`src/rtl/scr1_pipe_fpu_wb_pkg.sv`:
```
// Shared FPU writeback types: destination tag, result-queue entry and fflags bit positions.
package scr1_pipe_fpu_wb_pkg;

    localparam int unsigned SCR1_FPU_WB_FLEN = 64;

    localparam int unsigned SCR1_FFLAGS_NX = 0;
    localparam int unsigned SCR1_FFLAGS_UF = 1;
    localparam int unsigned SCR1_FFLAGS_OF = 2;
    localparam int unsigned SCR1_FFLAGS_DZ = 3;
    localparam int unsigned SCR1_FFLAGS_NV = 4;

    typedef struct packed {
        logic [4:0] rd;
        logic       rd_fp;
        logic       dst_f32;
        logic       w32;
    } type_scr1_fpu_wb_tag_s;

    typedef struct packed {
        type_scr1_fpu_wb_tag_s         tag;
        logic [SCR1_FPU_WB_FLEN-1:0]   data;
        logic [4:0]                    status;
    } type_scr1_fpu_wb_entry_s;

endpackage

```
`src/rtl/scr1_fpu_wb_fifo.sv`:
```
// Small result queue for the FPU writeback stage; entry type and depth are parameters.
module scr1_fpu_wb_fifo #(
    parameter int unsigned DEPTH   = 2,
    parameter type         entry_t = logic
) (
    input  logic   clk,
    input  logic   rst,
    input  logic   push_i,
    input  entry_t push_data_i,
    input  logic   pop_i,
    output entry_t head_o,
    output logic   full_o,
    output logic   empty_o
);

    localparam int unsigned PTR_W = (DEPTH > 1) ? $clog2(DEPTH) : 1;
    localparam int unsigned CNT_W = $clog2(DEPTH + 1);

    logic [PTR_W-1:0] wr_ptr_q, wr_ptr_d;
    logic [PTR_W-1:0] rd_ptr_q, rd_ptr_d;
    logic [CNT_W-1:0] count_q, count_d;
    logic             push_en, pop_en;
    entry_t           mem_q [DEPTH];

    function automatic logic [PTR_W-1:0] ptr_inc(input logic [PTR_W-1:0] p);
        return (p == PTR_W'(DEPTH - 1)) ? '0 : p + 1'b1;
    endfunction

    assign full_o  = (count_q == CNT_W'(DEPTH));
    assign empty_o = (count_q == '0);
    assign pop_en  = pop_i & ~empty_o;
    assign push_en = push_i & (~full_o | pop_en);
    assign head_o  = mem_q[rd_ptr_q];

    always_comb begin
        wr_ptr_d = push_en ? ptr_inc(wr_ptr_q) : wr_ptr_q;
        rd_ptr_d = pop_en  ? ptr_inc(rd_ptr_q) : rd_ptr_q;
        count_d  = count_q;
        if (push_en & ~pop_en) begin
            count_d = count_q + CNT_W'(1);
        end else if (pop_en & ~push_en) begin
            count_d = count_q - CNT_W'(1);
        end
    end

    always_ff @(posedge clk or posedge rst) begin
        if (rst) begin
            wr_ptr_q <= '0;
            rd_ptr_q <= '0;
            count_q  <= '0;
        end else begin
            wr_ptr_q <= wr_ptr_d;
            rd_ptr_q <= rd_ptr_d;
            count_q  <= count_d;
        end
    end

    // Storage needs no reset: the count gates every read of it.
    always_ff @(posedge clk) begin
        if (push_en) begin
            mem_q[wr_ptr_q] <= push_data_i;
        end
    end

endmodule

```
`src/rtl/scr1_pipe_fpu_wb.sv`:
```
// FPU writeback and fflags commit stage: tags the in-flight op, formats and queues results,
// drives the FPRF/MPRF write ports. SCR1_FPU_NANBOX_EN selects NaN-boxing of F32 FPRF writes.
module scr1_pipe_fpu_wb
    import scr1_pipe_fpu_wb_pkg::*;
#(
    parameter int unsigned DEPTH = 2,
    parameter int unsigned FLEN  = SCR1_FPU_WB_FLEN
) (
    input  logic            clk,
    input  logic            rst,
    input  logic            exu2wb_issue_i,
    input  logic [4:0]      exu2wb_rd_addr_i,
    input  logic            exu2wb_rd_fp_i,
    input  logic            exu2wb_dst_f32_i,
    input  logic            exu2wb_w32_i,
    output logic            wb2exu_issue_rdy_o,
    input  logic            fpu2wb_valid_i,
    input  logic [FLEN-1:0] fpu2wb_result_i,
    input  logic [4:0]      fpu2wb_status_i,
    output logic            wb2fprf_wr_o,
    output logic [4:0]      wb2fprf_addr_o,
    output logic [FLEN-1:0] wb2fprf_data_o,
    input  logic            fprf2wb_gnt_i,
    output logic            wb2mprf_wr_o,
    output logic [4:0]      wb2mprf_addr_o,
    output logic [FLEN-1:0] wb2mprf_data_o,
    input  logic            mprf2wb_gnt_i,
    input  logic            csr2wb_fflags_we_i,
    input  logic [4:0]      csr2wb_fflags_i,
    output logic [4:0]      wb2csr_fflags_o,
    output logic            wb2exu_done_o,
    output logic            wb2exu_err_o
);

`ifdef SCR1_FPU_NANBOX_EN
    localparam logic [FLEN-33:0] F32_UPPER = '1;
`else
    localparam logic [FLEN-33:0] F32_UPPER = '0;
`endif

    type_scr1_fpu_wb_tag_s   tag_q, tag_d;
    logic                    pending_q, pending_d;
    logic [4:0]              fflags_q, fflags_d;
    type_scr1_fpu_wb_entry_s push_entry, head;
    logic [FLEN-1:0]         fmt_data;
    logic                    full, empty, pop;
    logic                    issue_ok, valid_ok;

    assign wb2exu_issue_rdy_o = ~pending_q & ~full;
    assign issue_ok           = exu2wb_issue_i & wb2exu_issue_rdy_o;
    assign valid_ok           = fpu2wb_valid_i & pending_q;
    assign wb2exu_err_o       = (exu2wb_issue_i & ~wb2exu_issue_rdy_o)
                              | (fpu2wb_valid_i & ~pending_q);

    always_comb begin
        fmt_data = fpu2wb_result_i;
        if (tag_q.rd_fp & tag_q.dst_f32) begin
            fmt_data = {F32_UPPER, fpu2wb_result_i[31:0]};
        end else if (~tag_q.rd_fp & tag_q.w32) begin
            fmt_data = {{(FLEN-32){fpu2wb_result_i[31]}}, fpu2wb_result_i[31:0]};
        end
        push_entry.tag    = tag_q;
        push_entry.data   = SCR1_FPU_WB_FLEN'(fmt_data);
        push_entry.status = fpu2wb_status_i;
    end

    scr1_fpu_wb_fifo #(
        .DEPTH   (DEPTH),
        .entry_t (type_scr1_fpu_wb_entry_s)
    ) i_fifo (
        .clk         (clk),
        .rst         (rst),
        .push_i      (valid_ok),
        .push_data_i (push_entry),
        .pop_i       (pop),
        .head_o      (head),
        .full_o      (full),
        .empty_o     (empty)
    );

    // Address/data are zeroed while idle so the port is quiet after reset.
    assign wb2fprf_wr_o   = ~empty & head.tag.rd_fp;
    assign wb2mprf_wr_o   = ~empty & ~head.tag.rd_fp;
    assign wb2fprf_addr_o = wb2fprf_wr_o ? head.tag.rd : '0;
    assign wb2mprf_addr_o = wb2mprf_wr_o ? head.tag.rd : '0;
    assign wb2fprf_data_o = wb2fprf_wr_o ? head.data[FLEN-1:0] : '0;
    assign wb2mprf_data_o = wb2mprf_wr_o ? head.data[FLEN-1:0] : '0;
    assign pop            = (wb2fprf_wr_o & fprf2wb_gnt_i) | (wb2mprf_wr_o & mprf2wb_gnt_i);
    assign wb2exu_done_o  = pop;
    assign wb2csr_fflags_o = fflags_q;

    always_comb begin
        tag_d     = tag_q;
        pending_d = pending_q;
        fflags_d  = fflags_q;
        if (issue_ok) begin
            tag_d.rd      = exu2wb_rd_addr_i;
            tag_d.rd_fp   = exu2wb_rd_fp_i;
            tag_d.dst_f32 = exu2wb_dst_f32_i;
            tag_d.w32     = exu2wb_w32_i;
            pending_d     = 1'b1;
        end else if (valid_ok) begin
            pending_d = 1'b0;
        end
        // A CSR write replaces the old flags but still absorbs a same-cycle commit.
        if (csr2wb_fflags_we_i) begin
            fflags_d = csr2wb_fflags_i | (pop ? head.status : 5'b0);
        end else if (pop) begin
            fflags_d = fflags_q | head.status;
        end
    end

    always_ff @(posedge clk or posedge rst) begin
        if (rst) begin
            tag_q     <= '0;
            pending_q <= 1'b0;
            fflags_q  <= '0;
        end else begin
            tag_q     <= tag_d;
            pending_q <= pending_d;
            fflags_q  <= fflags_d;
        end
    end

endmodule
```
`config.mk`:
```
export PLATFORM = sky130hd
export DESIGN_NAME = scr1_pipe_fpu_wb
export DESIGN_NICKNAME = d
export VERILOG_FILES = /design/src/rtl/scr1_pipe_fpu_wb_pkg.sv /design/src/rtl/scr1_fpu_wb_fifo.sv /design/src/rtl/scr1_pipe_fpu_wb.sv
export SDC_FILE = /design/constraint.sdc
export NUM_CORES = 1
export LEC_CHECK = 0
export BUFFER_PORTS_ARGS = -buffer_cell sky130_fd_sc_hd__buf_2
export CORE_MARGIN = 4
export CORE_UTILIZATION = 52
export CTS_BUF_LIST = sky130_fd_sc_hd__clkbuf_8
export CTS_CLUSTER_SIZE = 16
export DETAILED_ROUTE_END_ITERATION = 6
export HOLD_SLACK_MARGIN = 0.03
export PLACE_DENSITY = 0.86
export SLEW_MARGIN = 20
export SYNTH_ARGS = -nofsm -noshare
export SYNTH_HDL_FRONTEND = slang
export SYNTH_SLANG_ARGS = --single-unit
```
`constraint.sdc`:
```
create_clock -name clk -period 7.3 [get_ports clk]
set_input_delay 1.46 -clock clk [delete_from_list [all_inputs] [get_ports clk]]
set_output_delay 1.46 -clock clk [all_outputs]
set_load 0.02 [all_outputs]
```
==> impl_metrics.json, run 1 <==
{
  "hold_viol": 0,
  "hold_buffers": 0,
  "synth-warning-count": 0,
  "yosysSeqAreaShare_pct": 70.0,
  "synth_fp_nets": 623,
  "drtIter0Drc": 332,
  "antenna_found_initial": 2,
  "reg2reg_from": "i_fifo.rd_ptr_q",
  "rows": 42,
  "max_stage_delay_ns": 0.79,
  "clockBufferDepth": 2,
  "power_density_nw_per_um2": 444,
  "numClockSinks": 168,
  "path_cells": "mux2i_1, o21bai_4, buf_4, nor2_1, buf_2",
  "synth-edff-count": 150,
  "syn2layout_area_growth_pct": 23.5,
  "ir_drop_v": 0.000258,
  "path_buf_inv": 2,
  "wl_um": 15800,
  "tightest_slew_ns": 1.06,
  "avgRoutedWirePerCell_um": 16.7,
  "start_util_pct": 53.2,
  "fin_crit_sh_pct": 59.7,
  "cp.arrival_ns": 2.90,
  "path_delay_family": "flip-flops",
  "fin_crit_ns": 4.36,
  "synth_cells": 533,
  "cts_buffers": 17,
  "critPathLaunchType": "flip-flop",
  "critPathRequiredTime_ns": 5.84,
  "synthTopCellsByArea": "edfxtp_1 (64%), mux2i_1 (11%), nor2_1 (7.4%), dfrtp_1 (6.4%), o21ai_0 (2.9%)",
  "path_clk_slew_ns": 0.08,
  "synth_largest_area_cell": "edfxtp_1",
  "ios": 237,
  "io_buffers": 236,
  "min_path_type": "flip-flop to flip-flop",
  "skew_ns": 0.0116,
  "synth_top_area_share_pct": 63.7,
  "grt_usage_pct": 20.0,
  "cts_resized": 0,
  "die_y_um": 125,
  "grt_pass1_wl_um": 24700,
  "design.die.area_um2": 15500,
  "vias": 4948,
  "max_clock_freq_mhz": 229,
  "criticalPathCategory": "flip-flop to primary output",
  "dpl_cell_area_um2": 8390,
  "grt_max_degree": 76,
  "holdPathStages": 0,
  "yosys_register_bits": 168,
  "rsz0062_at_grt": "no",
  "cts_tree": "done",
  "drtAntennaViolNets": 0,
  "grt-ovfl-total": 0,
  "synth.distinct_cells": 25,
  "p_leak_nw": 3.84,
  "detail_route.first_pass.iterations": 5,
  "nFillCells": 982,
  "final_nets": 843,
  "crit_slowest_cell": "dfrtp_4",
  "die_width_um": 125,
  "slew_headroom_pct": 29.6,
  "critical_path_peak_fanout": 70,
  "syn_avg_cell_area_um2": 13.3,
  "syn_area_um2": 7080,
  "critPathCaptureType": "primary output",
  "final-setup-viol-count": 0,
  "cp.depth": 5,
  "grt_pass1_vias": 5004,
  "clk-insertion-delay-late_ns": 0.44,
  "fin_tns_setup_ns": 0,
  "synthArstFlopShare_pct": 10.7,
  "cts_root_buf": "clkbuf_8",
  "cp-startpoint": "i_fifo.rd_ptr_q",
  "min_from": "push_entry[75]",
  "routabilityCongestion": 0.777,
  "h-tree-depth": 4,
  "r2r_cells": 5,
  "drv_cap": 0,
  "slew_viol_final": 0,
  "stdcell_area_um2": 8740,
  "core-area_um2": 13300,
  "cts_setup_buffers": 0,
  "vias_per_cell": 5.25,
  "status": "completed",
  "hpwl_um": 10700,
  "diodes": 0,
  "drc_errors": 0,
  "drive_gt1_share_pct": 37.2,
  "synthFlopType": "edfxtp_1"
}
cells by family (layout without fill, tap and decap cells):
| family | Yosys count | after routing | synth area share [%] |
|---|---|---|---|
| multiplexers | 89 | 89 | 12.8 |
| adder cells (fa/ha/maj) | 1 | 1 | 0.177 |
| buffers and inverters | 46 | 279 | 2.74 |
| AO/OA/AOI/OAI | 77 | 77 | 5.57 |
| AND/OR/NAND/NOR | 147 | 147 | 8.06 |
| flip-flops | 168 | 168 | 70.0 |
| XOR/XNOR | 5 | 5 | 0.619 |
worst register-to-register path: cells and delay by family (launching register included):
family	cells	cell delay, ns
AO/OA/AOI/OAI	1	0.26
buffers and inverters	1	0.61
flip-flops	1	0.79
multiplexers	2	0.95
AND/OR/NAND/NOR	1	0.90
sequential cells by signal (all words and copies together), names as in the netlist:
register	flops
i_fifo.count_q	2
i_fifo.mem_q	150
i_fifo.rd_ptr_q	1
i_fifo.wr_ptr_q	1
pending_q	1
push_entry	8
wb2csr_fflags_o	5
cells in the mapped netlist, types with 2 or more instances:
master,number
xor2_1,3
buf_1,2
buf_2,16
edfxtp_1,150
mux2i_1,80
clkbuf_1,21
xnor2_1,2
dfrtp_1,18
o21ai_0,41
nor2_1,140
inv_1,6
and2_1,3
mux2_2,8
a21oi_1,32
cell usage in the layout, fill, tap and decap left out, drive strengths merged:
cell,count
a21o,1
a21oi,33
and2,3
buf,241
bufinv,1
clkbuf,19
clkinv,4
clkinvlp,3
dfrtp,18
edfxtp,150
ha,1
inv,11
mux2,9
mux2i,80
nand2,1
nand3b,1
nor2,140
nor2b,2
o21ai,42
o21bai,1
xnor2,2
xor2,3
worst paths after layout:
path | slack (ns) | end
setup / recovery | 2.94 | wb2fprf_data_o[45]
hold / removal | 0.49 | i_fifo.mem_q[1][75]
setup reg to reg | 3.41 | i_fifo.mem_q[0][27]
hold reg to reg | 0.49 | i_fifo.mem_q[1][75]
max in group asynchronous | 5.63 | i_fifo.rd_ptr_q
min in group asynchronous | 1.13 | wb2csr_fflags_o[0]
power by group:
group / total (mW) / internal [mW] / leakage, nW / switching [mW]
Sequential: 1.49 / 1.34 / 1.58 / 0.149
Clock: 0.586 / 0.279 / 0.193 / 0.307
Combinational: 1.81 / 0.595 / 2.07 / 1.22
routing by layer:
| layer | share of wire, % | vias to the layer above | track usage [%] |
|---|---|---|---|
| met5 | 0.16 | - | 0 |
| met3 | 8.1 | 21 | 6.56 |
| met4 | 1.2 | 4 | 6.71 |
| li1 | - | 2337 | - |
| met2 | 51 | 204 | 34.3 |
| met1 | 39 | 2382 | 23.7 |
through the flow:
step / total power, mW / setup slack, ns / utilization, % / hold WS, ns / std cells
floorplan: 2.76 / 1.39 / - / 0.438 / 533
global placement: 3.27 / 3.26 / 63.0 / 0.455 / 909
detailed placement: 3.33 / 3.13 / 63.1 / 0.474 / 910
CTS: 3.92 / 2.89 / 65.7 / 0.492 / 942
global route: 4.11 / 2.73 / 65.7 / 0.508 / 942
finish: 3.88 / 2.94 / 65.7 / 0.487 / 942
layout make-up:
class	instances	area, µm²	area share (%)
Clock inverter	13	91.3	1.04
Inverter	6	22.5	0.258
Multi-Input combinational cell	319	1960	22.4
Clock buffer	19	262	2.99
Timing Repair Buffer	241	1230	14.0
Sequential cell	168	4960	56.7
Tap cell	176	220	2.52
Power figures use the tool's default switching activity.
==> run 2: changes to the inputs <==
--- a/config.mk
+++ b/config.mk
@@ -5,14 +5,15 @@
 export SDC_FILE = /design/constraint.sdc
 export NUM_CORES = 1
 export LEC_CHECK = 0
+export ABC_AREA = 1
 export BUFFER_PORTS_ARGS = -buffer_cell sky130_fd_sc_hd__buf_2
 export CORE_MARGIN = 4
-export CORE_UTILIZATION = 52
+export CORE_UTILIZATION = 47
 export CTS_BUF_LIST = sky130_fd_sc_hd__clkbuf_8
 export CTS_CLUSTER_SIZE = 16
 export DETAILED_ROUTE_END_ITERATION = 6
 export HOLD_SLACK_MARGIN = 0.03
-export PLACE_DENSITY = 0.86
+export PLACE_DENSITY = 0.82
 export SLEW_MARGIN = 20
 export SYNTH_ARGS = -nofsm -noshare
 export SYNTH_HDL_FRONTEND = slang
==> constraint.sdc (replaced) <==
create_clock -name clk -period 3.57 [get_ports clk]
set_input_delay 0.714 -clock clk [delete_from_list [all_inputs] [get_ports clk]]
set_output_delay 0.714 -clock clk [all_outputs]
set_load 0.02 [all_outputs]
==> run 2 against run 1 <==
Effect of this change: worst setup slack got worse by 2.3 ns; routed wire length fell by 3.2%; largest cell class unchanged; largest power group unchanged; register-to-register slack got worse by 2.2 ns; die area rose by 11%; clock skew fell by 0.00087 ns; non-clock buffer count rose by 5; worst hold slack got worse by 0.11 ns; critical endpoint is now wb2fprf_addr_o[0]; first-iteration DRC count fell by 43%; count of clock-buffer cells in the layout fell by 2; via count fell by 0.28%; core utilization fell by 5.5 points.
==> impl_metrics.json, run 2 <==
{
  "dp_worst_setup_slack_ns": 1.15,
  "synth.distinct_cells": 23,
  "synth_most_common_cell": "edfxtp_1",
  "r2r_slack_ns": 1.22,
  "total_power_mw": 8.15,
  "drv_cap": 0,
  "start_util_pct": 48.6,
  "wl_um": 15300,
  "hpwl_um": 10800,
  "fin_tns_setup_ns": 0,
  "vias": 4934,
  "synth-warning-count": 0,
  "cts_root_buf": "clkbuf_8",
  "final_common_cell": "buf_2",
  "synthArstFlopShare_pct": 10.7,
  "syn_avg_cell_area_um2": 12.3,
  "hold_viol": 0,
  "critical_path_peak_fanout": 54,
  "cts_tree": "done",
  "cts_setup_buffers": 0,
  "regToRegEndpoint": "i_fifo.mem_q[0][61]",
  "io_buffers": 236,
  "synthTopCellsByArea": "edfxtp_1 (63%), mux2i_1 (9.6%), nor2_1 (7.4%), dfrtp_1 (6.3%), nand2_1 (4.7%)",
  "seqPwrFrac_pct": 36.0,
  "path_cells": "buf_12, mux2i_1, nor2_1, buf_2",
  "final_cell_mix": "buf_2 (236), edfxtp_1 (150), nor2_1 (140)",
  "rsz0062_at_grt": "no",
  "synth-edff-count": 150,
  "drtAntennaViolNets": 0,
  "die_y_um": 132,
  "tightest_slew_ns": 0.972,
  "clk-insertion-delay-late_ns": 0.44,
  "rows": 44,
  "fin_crit_ns": 2.89,
  "regMostFlops": "i_fifo.mem_q",
  "syn_area_um2": 7170,
  "synth_cells": 583,
  "p_sw_mw": 3.50,
  "criticalPathCategory": "flip-flop to primary output",
  "synth_top_area_share_pct": 62.8,
  "p_sw_share_pct": 42.9,
  "numClockSinks": 168,
  "grt_max_degree": 71,
  "min_path_type": "input pin to async pin",
  "final_nets": 905,
  "drive_gt1_share_pct": 34.8,
  "skew_ns": 0.0107,
  "power_density_nw_per_um2": 918,
  "max_stage_delay_ns": 0.68,
  "die_width_um": 132,
  "status": "completed",
  "reg2reg_from": "i_fifo.rd_ptr_q",
  "p_leak_nw": 4.09,
  "critPathCaptureType": "primary output",
  "final-setup-viol-count": 0,
  "cts_buffers": 17,
  "drc_errors": 0,
  "path_buf_inv": 2,
  "max_clock_freq_mhz": 346,
  "synth_fp_nets": 673,
  "r2r_cells": 8,
  "p_comb_share_pct": 48.2,
  "slew_viol_final": 0,
  "avgRoutedWirePerCell_um": 15.1,
  "antenna_found_initial": 2,
  "yosys_register_bits": 168,
  "hold_buffers": 0,
  "grt_pass1_wl_um": 24100,
  "slew_headroom_pct": 35.1,
  "ir_drop_v": 0.000529,
  "vias_per_cell": 4.88,
  "diodes": 0,
  "h-tree-depth": 4,
  "synth_largest_area_cell": "edfxtp_1",
  "ios": 237,
  "drtIter0Drc": 188,
  "syn2layout_area_growth_pct": 23.9,
  "fin_crit_sh_pct": 81.0,
  "design.die.area_um2": 17300,
  "core-area_um2": 14800,
  "pwr-share-clk_pct": 15.8,
  "cts_resized": 0,
  "crit_slowest_cell": "dfrtp_4",
  "clockBufferDepth": 2,
  "yosysSeqAreaShare_pct": 69.1,
  "grt_pass1_vias": 4742,
  "path_clk_slew_ns": 0.08,
  "detail_route.first_pass.iterations": 5,
  "fin_ws_ns": 0.677,
  "critPathLaunchType": "flip-flop",
  "ys_top_cells_by_count": "edfxtp_1 (150), nor2_1 (141), nand2_1 (89)",
  "grt-ovfl-total": 0,
  "routabilityCongestion": 0.775,
  "intPower_mw": 4.66,
  "largest_register_ffs": 150,
  "grt_usage_pct": 17.5,
  "critPathRequiredTime_ns": 2.86,
  "synthFlopType": "edfxtp_1",
  "nFillCells": 1180,
  "cp.arrival_ns": 2.18,
  "path_delay_family": "flip-flops"
}
run 2: how the worst max path moves through the flow:
stage / slack [ns] / from / depth (start not counted) / endpoint
floorplan: 0.19 / fprf2wb_gnt_i / 4 / i_fifo.mem_q[1][0]
global placement: 1.15 / i_fifo.rd_ptr_q / 4 / wb2mprf_data_o[17]
detailed placement: 1.15 / i_fifo.rd_ptr_q / 4 / wb2mprf_data_o[17]
CTS: 0.64 / i_fifo.rd_ptr_q / 4 / wb2mprf_data_o[17]
global route: 0.55 / i_fifo.rd_ptr_q / 4 / wb2mprf_data_o[63]
finish: 0.68 / i_fifo.rd_ptr_q / 4 / wb2fprf_addr_o[0]
run 2: final cells by class:
| class | count | area [µm²] | share of cell area [%] |
|---|---|---|---|
| Multi-Input combinational cell | 364 | 1950 | 22.0 |
| Sequential cell | 168 | 4960 | 55.8 |
| Timing Repair Buffer | 246 | 1290 | 14.6 |
| Inverter | 18 | 71.3 | 0.803 |
| Clock buffer | 17 | 234 | 2.63 |
| Clock inverter | 14 | 144 | 1.62 |
| Tap cell | 184 | 230 | 2.59 |
run 2: through the flow:
stage	util [%]	hold slack (ns)	cell area, µm²	instances
2_1_floorplan	-	0.442	7170	583
3_3_place_gp	57.7	0.461	8510	980
3_5_place_dp	57.7	0.468	8510	980
4_1_cts	60.2	0.373	8890	1011
5_1_grt	60.2	0.415	8890	1011
6_report	60.2	0.374	8890	1011
run 2: metal layers:
metal	vias up	global-route usage (%)	wire (µm)
li1	2456	-	-
met1	2263	21.6	6410
met2	190	29.5	7460
met3	21	5.12	1090
met4	4	6.36	275
met5	-	0	26
run 2: cells by family after synthesis:
logic type	synth area share (%)
AO/OA/AOI/OAI	2.58
XOR/XNOR	0.366
adder cells (fa/ha/maj)	0.174
buffers and inverters	3.77
flip-flops	69.1
multiplexers	9.63
AND/OR/NAND/NOR	14.4
run 2: power groups by stage:
| stage | Sequential, mW | Clock (mW) | Combinational, mW |
|---|---|---|---|
| 2_1_floorplan | 2.92 | 0 | 2.87 |
| 3_3_place_gp | 2.96 | 0 | 3.90 |
| 3_5_place_dp | 2.98 | 0 | 3.96 |
| 4_1_cts | 2.94 | 1.33 | 3.97 |
| 5_1_grt | 2.98 | 1.41 | 4.28 |
| 6_report | 2.93 | 1.29 | 3.93 |
